$ cat src/rtl/seg_pkg.sv
// Shared constants for the seven-segment scan driver.
// Provides the dark pattern, the 16-entry active-low glyph table ({a,b,c,d,e,f,g})
// and a helper that maps a nibble to its glyph, with 10..15 optionally suppressed.
package seg_pkg;

   localparam logic [6:0] SEG_BLANK = 7'b1111111;

   // Entry n is the active-low pattern for value n (index 15 is leftmost).
   localparam logic [15:0][6:0] GLYPH_TBL = {
      7'b0111000,   // F
      7'b0110000,   // E
      7'b1000010,   // d
      7'b0110001,   // C
      7'b1100000,   // b
      7'b0001000,   // A
      7'b0000100,   // 9
      7'b0000000,   // 8
      7'b0001111,   // 7
      7'b0100000,   // 6
      7'b0100100,   // 5
      7'b1001100,   // 4
      7'b0000110,   // 3
      7'b0010010,   // 2
      7'b1001111,   // 1
      7'b0000001    // 0
   };

   // Nibble to glyph; without hex support values above 9 stay dark.
   function automatic logic [6:0] glyph(input logic [3:0] nibble, input logic hex_en);
      logic [6:0] result;
      result = GLYPH_TBL[nibble];
      if (!hex_en && (nibble > 4'd9)) begin
         result = SEG_BLANK;
      end
      return result;
   endfunction

endpackage

$ cat src/rtl/seg_glyph_rom.sv
// Combinational nibble to seven-segment decoder.
// Ports: nibble (value 0..15) -> seg_c (active-low {a,b,c,d,e,f,g}).
// HEX_EN = 0 leaves values 10..15 dark.
module seg_glyph_rom
   import seg_pkg::*;
#(
   parameter int unsigned HEX_EN = 1
) (
   input  logic [3:0] nibble,
   output logic [6:0] seg_c
);

   assign seg_c = glyph(nibble, HEX_EN != 0);

endmodule

$ cat src/rtl/seg_scan_display.sv
// Time-multiplexed seven-segment driver for NUM_DIGITS common-anode digits.
// Ports: clk, rst (sync, active-high); load captures digits_in (packed nibbles,
// digit 0 in [3:0]), blank_in, blink_in, dp_in and lzb_en into shadow registers.
// AN (active-low digit enables), SEG (active-low {a..g}) and DP are registered.
// Outputs are computed from the next-state counters and shadows so the pins
// always line up with the slot/index registers and a load shows on its own edge.
module seg_scan_display
   import seg_pkg::*;
#(
   parameter int unsigned NUM_DIGITS   = 4,
   parameter int unsigned REFRESH_DIV  = 100000,
   parameter int unsigned GUARD        = 2,
   parameter int unsigned BLINK_FRAMES = 32,
   parameter int unsigned HEX_EN       = 1
) (
   input  logic                      clk,
   input  logic                      rst,
   input  logic                      load,
   input  logic [4*NUM_DIGITS-1:0]   digits_in,
   input  logic [NUM_DIGITS-1:0]     blank_in,
   input  logic [NUM_DIGITS-1:0]     blink_in,
   input  logic [NUM_DIGITS-1:0]     dp_in,
   input  logic                      lzb_en,
   output logic [NUM_DIGITS-1:0]     AN,
   output logic [6:0]                SEG,
   output logic                      DP
);

   localparam int unsigned DIG_W   = 4 * NUM_DIGITS;
   localparam int unsigned SLOT_W  = (REFRESH_DIV > 1) ? $clog2(REFRESH_DIV) : 1;
   localparam int unsigned IDX_W   = (NUM_DIGITS > 1) ? $clog2(NUM_DIGITS) : 1;
   localparam int unsigned FRAME_W = (BLINK_FRAMES > 1) ? $clog2(BLINK_FRAMES) : 1;

   logic [DIG_W-1:0]      digits_q, digits_d;
   logic [NUM_DIGITS-1:0] blank_q, blank_d;
   logic [NUM_DIGITS-1:0] blink_q, blink_d;
   logic [NUM_DIGITS-1:0] dp_mask_q, dp_mask_d;
   logic                  lzb_q, lzb_d;
   logic [SLOT_W-1:0]     slot_q, slot_d;
   logic [IDX_W-1:0]      idx_q, idx_d;
   logic [FRAME_W-1:0]    frame_q, frame_d;
   logic                  phase_q, phase_d;
   logic [NUM_DIGITS-1:0] an_q, an_d;
   logic [6:0]            seg_q, seg_d;
   logic                  dp_q, dp_d;

   logic                  slot_wrap, frame_end;
   logic [NUM_DIGITS-1:0] lead_zero;
   logic [3:0]            sel_nib;
   logic                  sel_dark, sel_dp;
   logic [6:0]            glyph_c;

   // Shadow capture and scan/blink counters.
   always_comb begin
      digits_d  = digits_q;
      blank_d   = blank_q;
      blink_d   = blink_q;
      dp_mask_d = dp_mask_q;
      lzb_d     = lzb_q;
      frame_d   = frame_q;
      phase_d   = phase_q;

      if (load) begin
         digits_d  = digits_in;
         blank_d   = blank_in;
         blink_d   = blink_in;
         dp_mask_d = dp_in;
         lzb_d     = lzb_en;
      end

      slot_wrap = (slot_q == SLOT_W'(REFRESH_DIV - 1));
      frame_end = slot_wrap && (idx_q == IDX_W'(NUM_DIGITS - 1));

      slot_d = slot_wrap ? '0 : slot_q + SLOT_W'(1);
      idx_d  = idx_q;
      if (slot_wrap) begin
         idx_d = frame_end ? '0 : idx_q + IDX_W'(1);
      end

      if (frame_end) begin
         if (frame_q == FRAME_W'(BLINK_FRAMES - 1)) begin
            frame_d = '0;
            phase_d = ~phase_q;
         end else begin
            frame_d = frame_q + FRAME_W'(1);
         end
      end
   end

   // Leading-zero map (digit 0 exempt) and selection of the digit being scanned.
   always_comb begin
      logic run_zero;
      run_zero  = 1'b1;
      lead_zero = '0;
      for (int i = NUM_DIGITS - 1; i >= 0; i--) begin
         run_zero     = run_zero && (digits_d[4*i +: 4] == 4'd0);
         lead_zero[i] = run_zero && (i != 0);
      end

      sel_nib  = 4'd0;
      sel_dark = 1'b1;
      sel_dp   = 1'b0;
      for (int i = 0; i < NUM_DIGITS; i++) begin
         if (idx_d == IDX_W'(i)) begin
            sel_nib  = digits_d[4*i +: 4];
            sel_dark = blank_d[i] | (blink_d[i] & phase_d) | (lzb_d & lead_zero[i]);
            sel_dp   = dp_mask_d[i];
         end
      end
   end

   seg_glyph_rom #(
      .HEX_EN (HEX_EN)
   ) u_glyph_rom (
      .nibble (sel_nib),
      .seg_c  (glyph_c)
   );

   // Pin values: all dark during the guard interval, else drive the selected digit.
   always_comb begin
      an_d  = '1;
      seg_d = SEG_BLANK;
      dp_d  = 1'b1;
      if (!(32'(slot_d) < GUARD)) begin
         for (int i = 0; i < NUM_DIGITS; i++) begin
            an_d[i] = (idx_d != IDX_W'(i));
         end
         if (!sel_dark) begin
            seg_d = glyph_c;
            dp_d  = ~sel_dp;
         end
      end
   end

   always_ff @(posedge clk) begin
      if (rst) begin
         digits_q  <= '0;
         blank_q   <= '1;
         blink_q   <= '0;
         dp_mask_q <= '0;
         lzb_q     <= 1'b0;
         slot_q    <= '0;
         idx_q     <= '0;
         frame_q   <= '0;
         phase_q   <= 1'b0;
         an_q      <= '1;
         seg_q     <= SEG_BLANK;
         dp_q      <= 1'b1;
      end else begin
         digits_q  <= digits_d;
         blank_q   <= blank_d;
         blink_q   <= blink_d;
         dp_mask_q <= dp_mask_d;
         lzb_q     <= lzb_d;
         slot_q    <= slot_d;
         idx_q     <= idx_d;
         frame_q   <= frame_d;
         phase_q   <= phase_d;
         an_q      <= an_d;
         seg_q     <= seg_d;
         dp_q      <= dp_d;
      end
   end

   assign AN  = an_q;
   assign SEG = seg_q;
   assign DP  = dp_q;

endmodule

$ cat config.mk
export PLATFORM = sky130hd
export DESIGN_NAME = seg_scan_display
export DESIGN_NICKNAME = d
export VERILOG_FILES = /design/src/rtl/seg_pkg.sv /design/src/rtl/seg_glyph_rom.sv /design/src/rtl/seg_scan_display.sv
export SDC_FILE = /design/constraint.sdc
export NUM_CORES = 1
export LEC_CHECK = 0
export ABC_AREA = 0
export CORE_MARGIN = 3
export CORE_UTILIZATION = 24
export DETAILED_ROUTE_END_ITERATION = 6
export PLACE_DENSITY = 0.46
export RECOVER_POWER = 100
export SETUP_SLACK_MARGIN = 0.5
export SYNTH_ARGS = -nofsm -noshare
export SYNTH_HDL_FRONTEND = slang
export SYNTH_SLANG_ARGS = --single-unit
$ cat constraint.sdc
create_clock -name clk -period 6.8 [get_ports clk]
set_input_delay 1.36 -clock clk [delete_from_list [all_inputs] [get_ports clk]]
set_output_delay 1.36 -clock clk [all_outputs]
set_load 0.03 [all_outputs]
Word level (Yosys, flattened, before mapping)
Memory sizes are Yosys's and may differ from the RTL's. A register that Yosys moved wholly into a read port is not among the register bits.
Cells that the tools add are included.
{"block": "word_totals", "out_inout_bits": 12, "reg_bits": 59, "input_bits": 32, "mem_count": 1, "wordCells": 74, "mem_bits_ro": 112}
{"name": "(no name shown)", "words": 16, "word_bits": 7, "read_ports": 1, "rd_ports_with_merged_regs": 1, "wr": 0, "line": "seg_pkg.sv:31", "source": "result = GLYPH_TBL[nibble];"}
{"block": "op_classes", "n_reduce_logical": 10, "bitwise_logic": 16, "muxes": 23, "n_eq_ne": 9, "order_cmp": 1, "addsub": 3}
{"operator": "4-bit two-way mux", "n": 7}
{"operator": "17-bit by 1-bit adder with 17-bit output, second input constant", "n": 1}
{"operator": "17-bit == test, second input constant", "n": 1}
{"operator": "17-bit by 2-bit < comparator with 1-bit output, second input constant", "n": 1}
{"operator": "17-bit two-way mux", "n": 1}
{"operator": "16-bit two-way mux", "n": 1}
{"operator": "4-bit zero test", "n": 3}
{"operator": "1-bit two-way mux", "n": 11}
{"operator": "1-bit bitwise AND", "n": 7}
{"operator": "1-bit bitwise OR", "n": 7}
{"operator": "2-bit == test, second input constant", "n": 3}
{"operator": "5-bit by 1-bit adder with 5-bit output, second input constant", "n": 1}
{"operator": "5-bit == test, second input constant", "n": 1}
{"operator": "5-bit two-way mux", "n": 1}
{"operator": "2-bit two-way mux", "n": 2}
{"operator": "2-bit inequality test, second input constant", "n": 2}
{"operator": "1-bit logical AND", "n": 3}
{"operator": "3-bit OR reduction", "n": 1}
{"operator": "2-bit by 1-bit adder with 2-bit output, second input constant", "n": 1}
{"operator": "2-bit by 1-bit == test with 1-bit output, second input constant", "n": 1}
{"operator": "2-bit zero test", "n": 1}
{"operator": "2-bit by 1-bit inequality test with 1-bit output, second input constant", "n": 1}
{"operator": "1-bit inverter", "n": 2}
{"operator": "2-bit nonzero test", "n": 1}
{"operator": "2-bit OR reduction", "n": 1}

Depth between registers and ports, before layout
{"block": "depth", "word_depth": 10, "mapped_depth": 13, "mapped_depth_nobuf": 11}

Cells and area by module
From an unflattened synthesis, not the netlist that was laid out.
{"block": "hier_totals", "cells_unflattened": 383, "area_unflattened_um2": 3603.5}
{"mod": "seg_scan_display", "instances": 1, "area_per_inst_um2": 3329.4, "cells_each": 351}
{"mod": "seg_glyph_rom", "instances": 1, "area_per_inst_um2": 274.0, "cells_each": 32}

Least setup slack after synthesis
Ideal clock, no wire load.
{"block": "synth_timing", "path_type": "input port to flip-flop", "startpoint": "input digits_in[13]", "endpoint": "register seg_q[5] (netlist: SEG[5])", "required_ns": 6.694, "setup_slack_ns": 3.288, "cell_stages": 8, "t_arrival_ns": 3.406, "cell_sequence": "or4b_2 -> nor4_1 -> o21ai_0 -> a22oi_1 -> and3b_1 -> o21a_1 -> o31a_1 -> o311ai_0"}
{"block": "synth_via", "elab_chain_len": 10, "elab_cells_between_ends": 15, "cone_classes": "mux: 5; bitwise: 6; reduce/logical: 4"}
{"element": "from (decl)", "line": "seg_scan_display.sv:19", "source": "input logic [4*NUM_DIGITS-1:0] digits_in,"}
{"element": "16-bit two-way mux *", "line": "seg_scan_display.sv:63", "source": "if (load) begin"}
{"element": "4-bit zero test", "line": "seg_scan_display.sv:96", "source": "run_zero = run_zero && (digits_d[4*i +: 4] == 4'd0);"}
{"element": "1-bit logical AND (2 in a row)", "line": "seg_scan_display.sv:96"}
{"element": "1-bit bitwise AND", "line": "seg_scan_display.sv:106", "source": "sel_dark = blank_d[i] | (blink_d[i] & phase_d) | (lzb_d & lead_zero[i]);"}
{"element": "1-bit bitwise OR", "line": "seg_scan_display.sv:106"}
{"element": "1-bit two-way mux (3 in a row)", "line": "seg_scan_display.sv:104", "source": "if (idx_d == IDX_W'(i)) begin"}
{"element": "3-bit OR reduction (no line)"}
{"element": "to (decl)", "line": "seg_scan_display.sv:44", "source": "logic [6:0] seg_q, seg_d;"}
Mark *: on every way between the ends. The rest lies on a longest branch, timed or not.
A chain may end at the register's enable or synchronous reset.

Final worst setup path
{"block": "layout_timing", "startpoint": "input rst", "endpoint": "register seg_q[5] (netlist: SEG[5])"}
{"block": "layout_via", "elab_chain_len": 1}
{"element": "from (decl)", "line": "seg_scan_display.sv:17", "source": "input logic rst,"}
{"element": "3-bit OR reduction (no line)"}
No other way between the ends.

==> results by group <==
Setup path
  – CP delay by family, top: buffers and inverters
  – Slack of the worst reg-to-reg path: about 3500 ps
  – Crit path cell chain: dlygate4sd3_1 > clkbuf_1 > nand2b_1 > a31oi_1 > o31a_1 > o311ai_0
  – Worst Path Required: 6980 ps
  – CP peak stage delay: 700 ps
  – Slowest cell on crit path: clkbuf_1
  – Worst Path Buf+Inv: 2
  – Crit-path max FO: 40
  – Arrival @ worst endpoint: between 4000 and 5000 ps
  – Worst Setup Start Kind: input port
  – Critical path type: in -> reg
  – CP endpoint kind: register

Placed design
  – IO Port Bufs: 43
  – Pre-CTS setup slack: around 2500 ps
  – Placer Congestion: between 0.7 and 0.8
  – Hpwl dp: a little under 6 mm

CTS
  – Htree depth: 3
  – Worst-Skew Late Latency: 330 ps
  – CTS buffer count: 9
  – Post-CTS setup repair buffer count: 0
  – Clock buffer depth: 2
  – Hold-fix buffers, CTS: 0
  – CTS tree: built
  – Post-CTS sizing: 0
  – Clock Sinks: 66
  – Worst-path clk slew: about 60 ps
  – Root Buffer: clkbuf_16

Run status
  – Violated checks: capacitance limit, slew limit
  – Status: finished, violations left

Synth
  – Post-synthesis simple-gate area fraction: 22.2%
  – Mux share of post-synthesis cell area: between 15 and 20%
  – Most frequently used flop master after synthesis: dfxtp_1
  – Post-synthesis sequential area ratio: about two fifths
  – Ys async rst share: 0%
  – Library cells used by synthesis: 54
  – Syn Inst Count: about 380
  – Synth Warn #: 0
  – Mapped Nets: 421
  – Avg Cell Area, Syn: approximately 9 sq um
  – Yosys reg bits: between 60 and 70
  – Post-Synth XOR/XNOR Area: under 10%
  – EDFF count, synth: 0
  – Compound-Gate Fraction of Synth Area: between 9 and 10%
  – Main combinational cell family by area after synthesis: simple AND/OR/NAND/NOR gates
  – Cell Area, Synth: 3430 sq um
  – Adder-Cell Fraction of Synth Area: under 10%

Drt
  – Uppermost layer routed: met4
  – Routed Antenna Nets: 0
  – Iter 0 DRT Violations: roughly 130
  – DR vias: between 2k and 3k
  – Via/cell ratio: between 4 and 5
  – Routed metal-1 wire length: roughly 4 mm
  – # DRC: 0
  – Met3 Wirelength: roughly 210 microns
  – WL met2: 3.65 mm
  – Routed wire length: 7.99 mm
  – Wire length per cell: ~13 microns
  – Pre-Repair DR Iteration Count: 4

Die
  – Die area: approximately 16000 sq um
  – Initial Util: between 20% and 30%
  – Core Area: approximately 14000 sq um
  – Die H: approximately 130 microns
  – IO Pins: 44
  – Rows: 43
  – DIE WIDTH: approximately 130 microns

Finish
  – Layout area overhead: 25.6%
  – Multi-input logic area: 1950 sq um
  – Share of post-route cells with drive strength above 1: between 8 and 9%
  – Storage element area: between 1000 and 1500 sq um
  – Nets: about 460
  – Leading cell type in the layout, fill and taps excluded: dfxtp_1
  – Antenna Cells: 0
  – Fillers: 1459
  – Commonest non-fill, non-tap cells in the layout: dfxtp_1 (66), nor2_1 (62), mux2i_1 (42), clkdlybuf4s50_1 (29), nand2_1 (25)

STA
  – Final Max Tran Viols: 41
  – Tmin final: approximately 4300 ps
  – Period utilization: 63.1%
  – RSZ-0062 raised after global routing: false
  – Final worst slack: ~2500 ps
  – Slew HR: -23.1%
  – Max Fclk: 233 MHz
  – Clock Skews: approximately 4.9 ps
  – Setup violators final: 0
  – Tightest Pin Transition: 1850 ps
  – Final hold vios: 0
  – Fin Setup TNS: 0 ps

Power
  – VDD IR max: roughly 0.11 mV
  – Leak: 1.71 nW
  – Tot Pwr: 1.02 mW
  – PD cells: 236 nW/um^2

Global route
  – Vias in the first global route: 2813
  – Global route overflow: 0
  – GRT Total Usage: 10.7%
  – Initial antenna violation count: 0
  – Largest net degree at the start of global routing: 43
  – First-pass GRT wire length: 13.8 mm

Hold path
  – Min-Delay Path Class: reg -> reg

Job
  – Max-cap viol count: 1
[where the power goes]
group	switching [mW]	leakage [nW]	internal, mW	total [mW]
Clock	0.176	0.151	0.320	0.496
Sequential	0.00799	0.540	0.403	0.411
Combinational	0.0575	1.01	0.0511	0.109
[Yosys cell counts, drive strengths merged (7+ instances only)]
library cell	number	share of area [%]
a21oi	12	1.8
buf	14	2.4
clkbuf	9	1.0
dfxtp	66	39
ha	10	3.7
inv	11	1.2
mux2i	43	13
nand2	25	2.7
nand2b	7	1.3
nand3	16	2.3
nor2	62	6.8
nor4	7	1.3
o21ai	11	1.6
xnor2	11	2.8
xor2	7	1.8
[kinds of logic (layout without fill, tap and decap cells)]
family,Yosys count,after routing
AND/OR/NAND/NOR,150,150
flip-flops,66,66
AO/OA/AOI/OAI,51,51
multiplexers,50,50
buffers and inverters,34,74
XOR/XNOR,18,18
adder cells (fa/ha/maj),10,10
[layout make-up]
cell class / instances / area share (%)
timing repair buffer: 47 / 10.5
clock inverter: 7 / 2.18
inverter: 11 / 0.959
tap: 180 / 5.23
clock buffer: 9 / 5.23
sequential: 66 / 30.7
multi-input combinational: 279 / 45.2
[stage by stage]
step           std cells  util (%)  hold slack [ps]  area (sq um)
5_1_grt              599      30.9              505          4300
6_report             599      30.9              464          4300
3_3_place_gp         583      28.6              447          3990
4_1_cts              599      30.9              467          4310
3_5_place_dp         583      28.6              455          3990
2_1_floorplan        379         -              430          3430
[flip-flops by register name, summed over array words and instances (netlist names), 4 cells and up]
signal     cells
AN             4
SEG            7
blank_q        4
blink_q        4
digits_q      16
dp_mask_q      4
frame_q        5
slot_q        17
[layer usage]
metal | track usage [%] | vias up
met5 | 0 | -
met2 | 16.9 | 33
met4 | 4.02 | 0
met1 | 14.2 | 1279
li1 | - | 1409
met3 | 2.35 | 10
[path summary, 6_finish.rpt]
path | startpoint | end | cells after the start
setup reg to reg | slot_q[0] | SEG[3] | 12
hold / removal | slot_q[0] | slot_q[0] | 1
setup / recovery | rst | SEG[5] | 6
hold reg to reg | slot_q[0] | slot_q[0] | 1
No activity file was read; power rests on OpenSTA's default activity.
==> RTL change 1, RTL diff (config.mk and constraints unchanged) <==
`HEX_EN` is set to 1 in 2 places; all go to 0.
--- a/src/rtl/seg_glyph_rom.sv
+++ b/src/rtl/seg_glyph_rom.sv
@@ -4,7 +4,7 @@
 module seg_glyph_rom
    import seg_pkg::*;
 #(
-   parameter int unsigned HEX_EN = 1
+   parameter int unsigned HEX_EN = 0
 ) (
    input  logic [3:0] nibble,
    output logic [6:0] seg_c
--- a/src/rtl/seg_scan_display.sv
+++ b/src/rtl/seg_scan_display.sv
@@ -11,7 +11,7 @@
    parameter int unsigned REFRESH_DIV  = 100000,
    parameter int unsigned GUARD        = 2,
    parameter int unsigned BLINK_FRAMES = 32,
-   parameter int unsigned HEX_EN       = 1
+   parameter int unsigned HEX_EN       = 0
 ) (
    input  logic                      clk,
    input  logic                      rst,
Behaviour: not the same (Yosys sat finds a counterexample within 4 cycles, from zero or initial values and one cycle with rst high).
==> RTL change 1 against the unedited design <==
The run still ends with capacitance limit, slew limit left; power down 4.5%; setup slack worse by 630 ps; routed wire length up 3.5%; synthesized cell count up 3.2%; via count up 4.2%; largest power group unchanged; largest cell class unchanged; highest routed layer unchanged; die area up 1.2%; area after synthesis up 1.2%; cell count up 1.7%; sequential cell count unchanged; sequential share of layout area about the same; cell area down 0.12%.
==> RTL change 1: results <==
group,metric,value,unit
run_status,outcome,"finished with violations",
run_status,violations,"capacitance limit, slew limit",
critical_path,cp.arrival,5140,ps
min_path,min-delay-start,"frame_q[4]$_SDFFE_PP0P_",
yosys,netlist_top_cells_area,"sky130_fd_sc_hd__dfxtp_1 38%, sky130_fd_sc_hd__nor2_1 6.0%, sky130_fd_sc_hd__mux2i_1 5.5%",
global_routing,first_pass_grt_wire_length,14.0,mm
flow_run,drv.max_cap_violation_count,1,
critical_path,rr_worst_depth,10,
placement,detailed_place.area,4020,sq um
critical_path,critical-path-max-stage-delay,1410,ps
yosys,netlist_top_cells_count,"66 x sky130_fd_sc_hd__dfxtp_1, 55 x sky130_fd_sc_hd__nor2_1, 31 x sky130_fd_sc_hd__nand2_1",
critical_path,worstReg2RegEnd,"SEG[5]$_SDFF_PP1_",
drt,vias_per_cell,4.67,
drt,met2_length,3.65,mm
drt,drtIter0Drc,170,
sta,fin_crit,4920,ps
placement,gp_congestion,0.815,
min_path,min_delay_path_depth,2,
drt,wl,8.27,mm
global_routing,global_route.usage.met2,16.2,%
yosys,yosys-mux-area-fraction,10.4,%
global_routing,vias_in_the_first_global_route,2785,
global_routing,grt_met3_use,2.50,%
yosys,syn-num-nets,433,
power_and_ir_drop,irDropWorstVdd,0.000115,V
global_routing,grtUsageTotal,10.9,%
final_layout,final_net_count,467,
yosys,syn_area_per_cell,8.87,sq um
sta,timing.final.max_slew_violations,45,
sta,hold_slack,461,ps
drt,routedWlPerCell,13.6,microns
global_routing,met1_usage,14.9,%
power_and_ir_drop,power_density_normalized_to_cell_area,226,nW/um^2
yosys,synth_seq_area_share,38.1,%
critical_path,worst_case_register_to_register_setup_slack,2630,ps
sta,slew-limit-headroom,-32.4,%
critical_path,path_max_fanout,44,
power_and_ir_drop,comb_power_share,11.5,%
yosys,synth_cell_types,63,
placement,dp_cells,594,
sta,skew,8.13,ps
-- RTL change 1: cell types whose count changed after synthesis, moves of 5 or more --
cell | before | now
sky130_fd_sc_hd__a21oi_1 | 12 | 26
sky130_fd_sc_hd__o21ai_1 | 0 | 5
sky130_fd_sc_hd__nor2_1 | 62 | 55
sky130_fd_sc_hd__buf_2 | 9 | 4
sky130_fd_sc_hd__nand2b_1 | 7 | 12
sky130_fd_sc_hd__mux2i_1 | 42 | 19
sky130_fd_sc_hd__inv_1 | 11 | 5
sky130_fd_sc_hd__nand2_1 | 25 | 31
sky130_fd_sc_hd__and3_1 | 3 | 8
-- RTL change 1: area by class of cell --
cell class	count	area (sq um)	share of cell area (%)
Inverter	5	18.8	0.437
Sequential cell	66	1320	30.7
Clock buffer	12	246	5.73
Multi-Input combinational cell	299	2020	46.9
Timing Repair Buffer	44	429	9.98
Tap cell	180	225	5.24
Clock inverter	3	40.0	0.931
==> RTL change 2, RTL diff (same flow settings) <==
Made on the original files. Remove the register `an_q`: a continuous assignment takes its place, so the output `AN` follows one clock earlier.
--- a/src/rtl/seg_scan_display.sv
+++ b/src/rtl/seg_scan_display.sv
@@ -143,7 +143,6 @@
          idx_q     <= '0;
          frame_q   <= '0;
          phase_q   <= 1'b0;
-         an_q      <= '1;
          seg_q     <= SEG_BLANK;
          dp_q      <= 1'b1;
       end else begin
@@ -156,11 +155,12 @@
          idx_q     <= idx_d;
          frame_q   <= frame_d;
          phase_q   <= phase_d;
-         an_q      <= an_d;
          seg_q     <= seg_d;
          dp_q      <= dp_d;
       end
    end
+
+   assign an_q = an_d;
 
    assign AN  = an_q;
    assign SEG = seg_q;
Formal check against the unedited RTL: not equivalent (Yosys sat finds a counterexample within 4 cycles, from zero or initial values and one cycle with rst high).
==> RTL change 2 against the unedited design <==
The flow still finishes with violations (capacitance limit, slew limit); fmax decreased by 17%; setup slack worse by 870 ps; combinational power grew 5%; area after synthesis fell by 2.7%; sequential cell count fell by 4; routed wire length increased by 3.5%; cell area down 2.6%; largest power group unchanged; power fell by 5.7%; utilization grew 0.41 points; via count about the same; sequential power fell by 6.6%; cell count grew 0.33%.
==> RTL change 2: results <==
group,metric,value,unit
global_routing,vias_in_the_first_global_route,2743,
yosys,netlist_top_cells_count,"65 x sky130_fd_sc_hd__nor2_1, 62 x sky130_fd_sc_hd__dfxtp_1, 31 x sky130_fd_sc_hd__mux2i_1",
cts,cts_post_setup_buffers_inserted,0,
yosys,synth_async_sr_flop_share,0,%
cts,cts_max_path_buffers,2,
final_layout,flip_flop_count_of_the_largest_register_all_copies_and_words_added,17,
yosys,syn-num-nets,427,
critical_path,path_max_fanout,17,
drt,first_pass_iters,4,
global_routing,grtUsageTotal,11.6,%
drt,wl,8.28,mm
min_path,type_of_the_tightest_min_delay_check,"reg -> reg",
yosys,synth_cell_types,57,
sta,skew,10.6,ps
yosys,netlist_top_cells_area,"sky130_fd_sc_hd__dfxtp_1 37%, sky130_fd_sc_hd__mux2i_1 9.3%, sky130_fd_sc_hd__nor2_1 7.3%",
global_routing,antenna_found_initial,0,
placement,port_buffer_count,43,
cts,cts.clk_slew.worst_paths,50,ps
global_routing,first_pass_grt_wire_length,13.7,mm
cts,htreeDepth,3,
yosys,synth_seq_area_share,37.3,%
drt,drtIter0Drc,163,
final_layout,final_net_count,462,
sta,timing.final.max_slew_violations,39,
critical_path,critical-path-max-stage-delay,730,ps
final_layout,diodes,0,
yosys,synth_largest_type_area_fraction,37.3,%
final_layout,largest_register,"slot_q",
cts,post_cts.resized_instances,0,
cts,cts.root.buffer_cell,"sky130_fd_sc_hd__clkbuf_16",
drt,vias_per_cell,4.54,
power_and_ir_drop,irDropWorstVdd,0.000124,V
placement,gp_congestion,0.828,
flow_run,drv.max_cap_violation_count,1,
final_layout,drive_above_1_share,6.35,%
placement,pre_cts_slack,2140,ps
cts,clock_insertion_delay_worst_skew,330,ps
final_layout,fillerInstances,1379,
sta,slew-limit-headroom,-16.0,%
power_and_ir_drop,power.static_leakage,0.00158,uW
critical_path,cp.arrival,3800,ps
cts,tritoncts.num_buffers,9,
critical_path,critPathSlowestCell,"sky130_fd_sc_hd__dlygate4sd3_1",
drt,drc_errors,0,
run_status,violations,"capacitance limit, slew limit",
yosys,synth_warnings,0,
placement,dp_hpwl,6.03,mm
run_status,outcome,"finished with violations",
global_routing,pin_count_of_the_biggest_net_entering_global_routing,45,
## RTL change 2: cells by family (layout without fill, tap and decap cells)
kind of cell	count (synthesis)	after routing	share of synthesized area, %
and+or+nand+nor	164	164	24.7
adders and majority gates	10	10	3.76
DFF	62	62	37.3
muxes	39	39	12.7
xor gates and xnor gates	19	19	4.99
AOI/OAI and AO/OA	58	58	12.7
buffers and inverters	33	73	3.98
## RTL change 2: area by class of cell
class | count | share of cell area, %
clock inverter | 3 | 1.01
tap | 176 | 5.25
sequential | 62 | 29.6
inverter | 11 | 0.984
multi-input combinational | 290 | 46.4
timing repair buffer | 46 | 10.5
clock buffer | 13 | 6.21
## RTL change 2: metal layers
metal  share of wire, %  track usage [%]  vias up
li1                   -                -     1417
met4                1.2             3.74        0
met3                3.4             4.04        5
met5                  0                0        -
met1                 50             15.1     1275
met2                 45             18.1       32
## RTL change 2: per-stage QoR
step,area [sq um],cells,power (uW),hold slack (ps),utilization (%)
6_report,4190,601,958,471,31.3
3_5_place_dp,3910,585,511,463,29.2
4_1_cts,4210,601,980,474,31.4
3_3_place_gp,3910,585,510,451,29.2
5_1_grt,4190,601,1010,501,31.3
2_1_floorplan,3330,385,463,434,-
## RTL change 2: worst max-delay path: cells and delay by family, from the launching register on
family                     cells  cell delay, ps
adders and majority gates      1             290
buffers and inverters          1             730
DFF                            1             370
muxes                          1             570
and+or+nand+nor                4            1490
## RTL change 2: power by group
| group | switching (uW) | internal [uW] | leakage, uW |
|---|---|---|---|
| Combinational | 62.3 | 52.1 | 0.000930 |
| Sequential | 6.27 | 378 | 0.000507 |
| Clock | 156 | 303 | 0.000146 |
| Total | 225 | 733 | 0.00158 |
## RTL change 2: worst paths after layout
check | endpoint | slack (ps) | from | cells after the start
worst max-delay path | AN[3] | 1640 | slot_q[0]$_SDFF_PP0_ | 7
worst min-delay path | slot_q[0]$_SDFF_PP0_ | 470 | slot_q[0]$_SDFF_PP0_ | 1
worst max register to register | SEG[0]$_SDFF_PP1_ | 2120 | slot_q[0]$_SDFF_PP0_ | 13
worst min register to register | slot_q[0]$_SDFF_PP0_ | 470 | slot_q[0]$_SDFF_PP0_ | 1
